$ cat config.mk
export PLATFORM = sky130hd
export DESIGN_NAME = key_click_counter_flat
export DESIGN_NICKNAME = d
export VERILOG_FILES = /design/src/rtl/key_pkg.sv /design/src/rtl/key_click_counter_if.sv /design/src/rtl/key_click_counter.sv /design/src/flat_wrapper.sv
export SDC_FILE = /design/constraint.sdc
export NUM_CORES = 1
export LEC_CHECK = 0
export BUFFER_PORTS_ARGS = -buffer_cell sky130_fd_sc_hd__buf_4
export CAP_MARGIN = 10
export CORE_AREA = 2 2 79 81
export CTS_BUF_LIST = sky130_fd_sc_hd__clkbuf_4 sky130_fd_sc_hd__clkbuf_8
export CTS_CLUSTER_SIZE = 20
export DETAILED_ROUTE_END_ITERATION = 16
export DIE_AREA = 0 0 81 83
export HOLD_SLACK_MARGIN = 0.15
export PLACE_DENSITY_LB_ADDON = 0.08
export SETUP_SLACK_MARGIN = 0.4
export SLEW_MARGIN = 20
export SYNTH_ARGS = -nofsm -noshare
export SYNTH_HDL_FRONTEND = slang
export SYNTH_SLANG_ARGS = --single-unit
$ cat constraint.sdc
create_clock -name clk_i -period 2.05 [get_ports clk_i]
set_input_delay 0.3075 -clock clk_i [delete_from_list [all_inputs] [get_ports clk_i]]
set_output_delay 0.3075 -clock clk_i [all_outputs]
set_load 0.05 [all_outputs]
$ cat src/rtl/key_pkg.sv
// Shared definitions for the key input path (debouncer, click counter).
//   click_state_t  : click counter FSM states.
//   window_cycles  : converts a time window in microseconds to clock cycles.
package key_pkg;

  typedef enum logic {
    IDLE  = 1'b0,
    COUNT = 1'b1
  } click_state_t;

  function automatic int unsigned window_cycles(input int unsigned freq_mhz,
                                                input int unsigned window_us);
    return freq_mhz * window_us;
  endfunction

endpackage

$ cat src/rtl/key_click_counter_if.sv
// Press-strobe in / click-event out bundle of the click counter.
//   key_pressed_stb_i : one-cycle press strobe (from debouncer)
//   click_cnt_o       : size of the completed group (valid with click_valid_o)
//   click_valid_o     : one-cycle strobe, group completed
//   busy_o            : a group is currently open
// master: upstream / consumer side; slave: the click counter itself.
interface key_click_counter_if
  import key_pkg::*;
#(
  parameter int CNT_W = 2
);
  logic             key_pressed_stb_i;
  logic [CNT_W-1:0] click_cnt_o;
  logic             click_valid_o;
  logic             busy_o;

  modport master (
    output key_pressed_stb_i,
    input  click_cnt_o,
    input  click_valid_o,
    input  busy_o
  );

  modport slave (
    input  key_pressed_stb_i,
    output click_cnt_o,
    output click_valid_o,
    output busy_o
  );
endinterface

$ cat src/rtl/key_click_counter.sv
// Groups debounced key presses that arrive within WINDOW_US of each other into
// one click event (single/double/triple...) and reports the group size.
// Ports:
//   clk_i : clock
//   rst_i : asynchronous active-high reset
//   bus   : key_click_counter_if.slave (strobe in; count, valid, busy out)
// A group closes either when the window after its last press expires
// (click_cnt_o = presses so far) or immediately when MAX_CLICKS is reached.
module key_click_counter
  import key_pkg::*;
#(
  parameter int CLK_FREQ_MHZ = 100,
  parameter int WINDOW_US    = 300000,
  parameter int MAX_CLICKS   = 3
) (
  input  logic                 clk_i,
  input  logic                 rst_i,
  key_click_counter_if.slave   bus
);

  localparam int W       = int'(window_cycles(CLK_FREQ_MHZ, WINDOW_US));
  localparam int CNT_W   = $clog2(MAX_CLICKS + 1);
  localparam int TIMER_W = $clog2(W);

  if (W < 2) begin : g_chk_window
    $error("key_click_counter: window must be at least 2 cycles");
  end
  if (MAX_CLICKS < 2) begin : g_chk_max
    $error("key_click_counter: MAX_CLICKS must be at least 2");
  end

  click_state_t       state_q,       state_d;
  logic [CNT_W-1:0]   cnt_q,         cnt_d;
  logic [TIMER_W-1:0] timer_q,       timer_d;
  logic [CNT_W-1:0]   click_cnt_q,   click_cnt_d;
  logic               click_valid_q, click_valid_d;

  always_comb begin
    state_d       = state_q;
    cnt_d         = cnt_q;
    timer_d       = timer_q;
    click_cnt_d   = click_cnt_q;
    click_valid_d = 1'b0;

    unique case (state_q)
      IDLE: begin
        if (bus.key_pressed_stb_i) begin
          cnt_d   = CNT_W'(1);
          timer_d = '0;
          state_d = COUNT;
        end
      end

      COUNT: begin
        // A press always wins over a coinciding timeout: it is counted and
        // the window restarts.
        if (bus.key_pressed_stb_i) begin
          if (cnt_q == CNT_W'(MAX_CLICKS - 1)) begin
            click_cnt_d   = CNT_W'(MAX_CLICKS);
            click_valid_d = 1'b1;
            state_d       = IDLE;
          end else begin
            cnt_d   = cnt_q + CNT_W'(1);
            timer_d = '0;
          end
        end else if (timer_q == TIMER_W'(W - 1)) begin
          click_cnt_d   = cnt_q;
          click_valid_d = 1'b1;
          state_d       = IDLE;
        end else begin
          timer_d = timer_q + TIMER_W'(1);
        end
      end

      default: state_d = IDLE;
    endcase
  end

  always_ff @(posedge clk_i or posedge rst_i) begin
    if (rst_i) begin
      state_q       <= IDLE;
      cnt_q         <= '0;
      timer_q       <= '0;
      click_cnt_q   <= '0;
      click_valid_q <= 1'b0;
    end else begin
      state_q       <= state_d;
      cnt_q         <= cnt_d;
      timer_q       <= timer_d;
      click_cnt_q   <= click_cnt_d;
      click_valid_q <= click_valid_d;
    end
  end

  assign bus.click_cnt_o   = click_cnt_q;
  assign bus.click_valid_o = click_valid_q;
  assign bus.busy_o        = (state_q == COUNT);

endmodule

$ cat src/flat_wrapper.sv
// flat-port wrapper written by rule: the top's interface ports become plain ports
module key_click_counter_flat import key_pkg::*;
#(
  parameter int CLK_FREQ_MHZ = 100,
  parameter int WINDOW_US    = 300000,
  parameter int MAX_CLICKS   = 3
)
  (clk_i, rst_i, bus_key_pressed_stb_i, bus_click_cnt_o, bus_click_valid_o, bus_busy_o);
  key_click_counter_if #(.CNT_W(($clog2((3) + 1)))) bus_i ();
  input  logic clk_i;
  input  logic rst_i;
  input wire logic [$bits(bus_i.key_pressed_stb_i)-1:0] bus_key_pressed_stb_i;
  output wire logic [$bits(bus_i.click_cnt_o)-1:0] bus_click_cnt_o;
  output wire logic [$bits(bus_i.click_valid_o)-1:0] bus_click_valid_o;
  output wire logic [$bits(bus_i.busy_o)-1:0] bus_busy_o;
  assign bus_i.key_pressed_stb_i = bus_key_pressed_stb_i;
  assign bus_click_cnt_o = bus_i.click_cnt_o;
  assign bus_click_valid_o = bus_i.click_valid_o;
  assign bus_busy_o = bus_i.busy_o;
  key_click_counter #(.CLK_FREQ_MHZ(CLK_FREQ_MHZ), .WINDOW_US(WINDOW_US), .MAX_CLICKS(MAX_CLICKS)) u_core (.clk_i(clk_i), .rst_i(rst_i), .bus(bus_i));
endmodule
==> impl_metrics.tcl <==
set metrics [dict create \
    relSlewSlack_pct 65.99 \
    insertion_delay_ps 290 \
    cp.arrival_ps 2370 \
    synth_fp_nets 182 \
    syn_area_um2 1698 \
    synth_xor_area_share_pct 0.5158 \
    clkTransAtPathRegs_ps 70 \
    initial_core_util_pct 29.20 \
    dp_cells 292 \
    drtAntennaViolNets 0 \
    numPortBuffers 6 \
    die_h_um 83 \
    final_common_cell "buf_4" \
    first_pass_iters 4 \
    ir_worst_vdd_mv 0.2888 \
    layout_common_cells "52 x buf_4, 29 x dfrtp_1, 22 x nand2_1" \
    reg2reg_depth 6 \
    cts_made_buffers 5 \
    wl_met2_um 2321 \
    wl_um 4718 \
    synth_top_area_cell "dfrtp_1" \
    reg2reg_slack_ps -140 \
    rows 28 \
    ys_seq_area_share_pct 45.69 \
    violations "setup timing" \
    min_period_ps 2193 \
    drc 0 \
    worstReg2RegEnd "u_core.timer_q[17]" \
    crit_buf_inv 1 \
    reg2reg_from "u_core.timer_q[17]" \
    fin_crit_sh_pct 107.0 \
    async_flop_share_pct 100.0 \
    swShare_pct 32.95 \
    antenna_found_initial 0 \
    crit_fanout 10 \
    tightest_slew_ps 505.4 \
    max_stage_delay_ps 540 \
    avgRoutedWirePerCell_um 15.27 \
    synth_ff_type "dfrtp_1" \
    grt_usage_pct 15.38 \
    internal-power_mw 1.112 \
    outcome "finished, violations left" \
    critical_path_class "register to register" \
    root_buffer "clkbuf_8" \
    vias_per_cell 5.123 \
    combPwrFrac_pct 28.7 \
    final_cells 309 \
    fp.dieArea_um2 6723 \
    synth-compound-area-share_pct 15.70 \
    synth_edf_count 0 \
    area_growth_pct 40.53 \
    hold_path.class "input pin to register" \
    hold_path_depth 2 \
    pin_count 7 \
    critPathLaunchType "register" \
    crit_chain "or4b_4, or4_4, o21ai_4, buf_4, nor3_1, a211o_1" \
    cp-end-kind "register" \
    htreeDepth 2 \
    grt_remaining_overflow 0 \
    synthSimpleGateAreaFrac_pct 27.19 \
    final_nets 240 \
    vias 1583 \
    skew_ps 6.217 \
    dr.first_iter.drc_count 69 \
    cts_tree "yes" \
    min_from "bus_key_pressed_stb_i" \
    clock_power_share_pct 28.0 \
    p_seq_share_pct 43.3 \
    cts_sinks 31 \
    hold_viol_final 0 \
    switchingPower_uw 546.5 \
    cp_slowest_cell "or4b_4" \
    clk_path_buf_depth 2 \
    coreArea_um2 5816 \
    synthTopCellsByArea "dfrtp_1 46%, nand2_1 5.1%, mux2i_1 4.7%, and3_1 3.3%, nand4_1 3.3%" \
    drive_above_1_share_pct 35.47 \
    wl_met1_um 2222 \
    critPathRequiredTime_ps 2220 \
    synthAdderAreaFrac_pct 1.474 \
    dr.max_layer_used "met4" \
    ys_warn_count 0 \
    gp_congestion 0.7754 \
    total_leakage_power_nw 1.092 \
    rsz0062_at_grt "yes" \
    max_cap_violations 0 \
    grt_max_degree 32 \
    netlist_instances 177 \
    ys_types 42 \
    final_cell_area_um2 2386 \
    wl_met3_um 110 \
    grt_pass1_vias 1611 \
    ys_ff_latch 31 \
    fmax_mhz 456.1 \
    grt_pass1_wl_um 7852 \
    fin_ws_ps -142.5 \
    synth_top_family_by_area "simple AND/OR/NAND/NOR gates" \
    synthMuxAreaShare_pct 5.380 \
    avgSynthCellArea_um2 9.593 \
    p_per_area_nw_per_um2 695.2 \
    place_area_um2 2122 \
    crit_family "simple AND/OR/NAND/NOR gates" \
    setup_violations 22 \
    yosys.area.top_type_share_pct 45.69 \
    holdPathEnd "u_core.bus.click_cnt_o[1]" \
    slew_viol_final 0 \
    die_w_um 81 \
    diodes 0 \
    dp.final_hpwl_um 3438 \
]
-- metal layers --
layer / vias up / track usage, %
li1: 789 / -
met1: 769 / 19.63
met2: 19 / 25.47
met3: 6 / 2.935
met4: 0 / 5.547
met5: - / 0
-- flip-flops by register name, indices dropped and copies added, names as in the netlist --
register and flops:
u_core.bus.busy_o 1, u_core.timer_q 25, u_core.cnt_q 2, u_core.bus.click_valid_o 1, u_core.bus.click_cnt_o 2
-- cells in the mapped netlist, types with 2 or more instances --
master    instances
dfrtp_1          31
nand2_1          23
nand3_1          11
and3_1            9
nand4_1           9
inv_1             8
mux2i_1           8
nor3_1            8
nor2_1            7
o211ai_1          5
o31ai_1           5
a211o_1           4
a21oi_1           4
clkbuf_1          4
nor4_1            3
o311ai_0          3
o41ai_1           3
and2_1            2
ha_1              2
nand4b_1          2
nor2b_1           2
nor4b_1           2
o22a_1            2
or4_1             2
-- worst register-to-register path, cell delays in order (launching register included) --
cell and delay, ps:
dfrtp_1 380, or4b_4 540, or4_4 450, o21ai_4 220
buf_4 210, nor3_1 60, a211o_1 220
-- timing repair --
action | 4_1_cts | 5_1_grt
hold buffers | 1 | 0
endpoints found under the setup margin | 29 | 29
gates resized for setup | 20 | 2
hold endpoints to repair | 31 | 0
buffers inserted | 9 | 1
pin swaps | 5 | 2
-- cell type report --
type                    count  area (µm²)
fillers                   615        3430
multi-input cells         131       950.9
flip-flops and latches     31       778.2
repair buffers             58       456.7
well taps                  75       93.84
clock buffers               6       76.32
inverters                   8       30.03
-- power by group through the flow --
stage | registers (mW) | clock network (mW) | logic, mW
2_1_floorplan | 0.807 | 0 | 0.183
3_3_place_gp | 0.720 | 0 | 0.443
3_5_place_dp | 0.722 | 0 | 0.455
4_1_cts | 0.718 | 0.469 | 0.485
5_1_grt | 0.722 | 0.495 | 0.524
6_report | 0.718 | 0.464 | 0.477
-- how the worst max path moves through the flow --
stage	cells past startpoint	slack, ps	from	endpoint
5_1_grt	6	-200	u_core.timer_q[17]	u_core.timer_q[3]
6_report	6	-140	u_core.timer_q[17]	u_core.timer_q[17]
4_1_cts	6	-140	u_core.timer_q[17]	u_core.timer_q[17]
2_1_floorplan	5	-100	u_core.timer_q[17]	u_core.timer_q[2]
3_5_place_dp	6	-140	u_core.timer_q[17]	u_core.timer_q[17]
3_3_place_gp	6	-80	u_core.timer_q[17]	u_core.timer_q[17]
-- metrics by stage --
| step | util, % | TNS, ps | hold WS (ps) | setup slack (ps) | total power [mW] |
|---|---|---|---|---|---|
| 5_1_grt | 41.03 | -3101 | 370.3 | -198.1 | 1.741 |
| 3_3_place_gp | 36.49 | -349.6 | 421.6 | -81.28 | 1.163 |
| 3_5_place_dp | 36.49 | -1159 | 432.6 | -144.8 | 1.177 |
| 6_report | 41.03 | -1176 | 344.6 | -142.5 | 1.659 |
| 4_1_cts | 40.79 | -1269 | 343.4 | -138.5 | 1.671 |
| 2_1_floorplan | - | -260.9 | 410.9 | -103.2 | 0.9892 |
-- logic make-up (layout without fill, tap and decap cells) --
logic type               count (synthesis)  in the layout
XOR/XNOR                                 1              1
multiplexers                             9              9
AO/OA/AOI/OAI                           34             34
buffers and inverters                   15             72
flip-flops                              31             31
adder cells (fa/ha/maj)                  2              2
AND/OR/NAND/NOR                         85             85
Note: power is estimated with default switching activity, not from simulation.
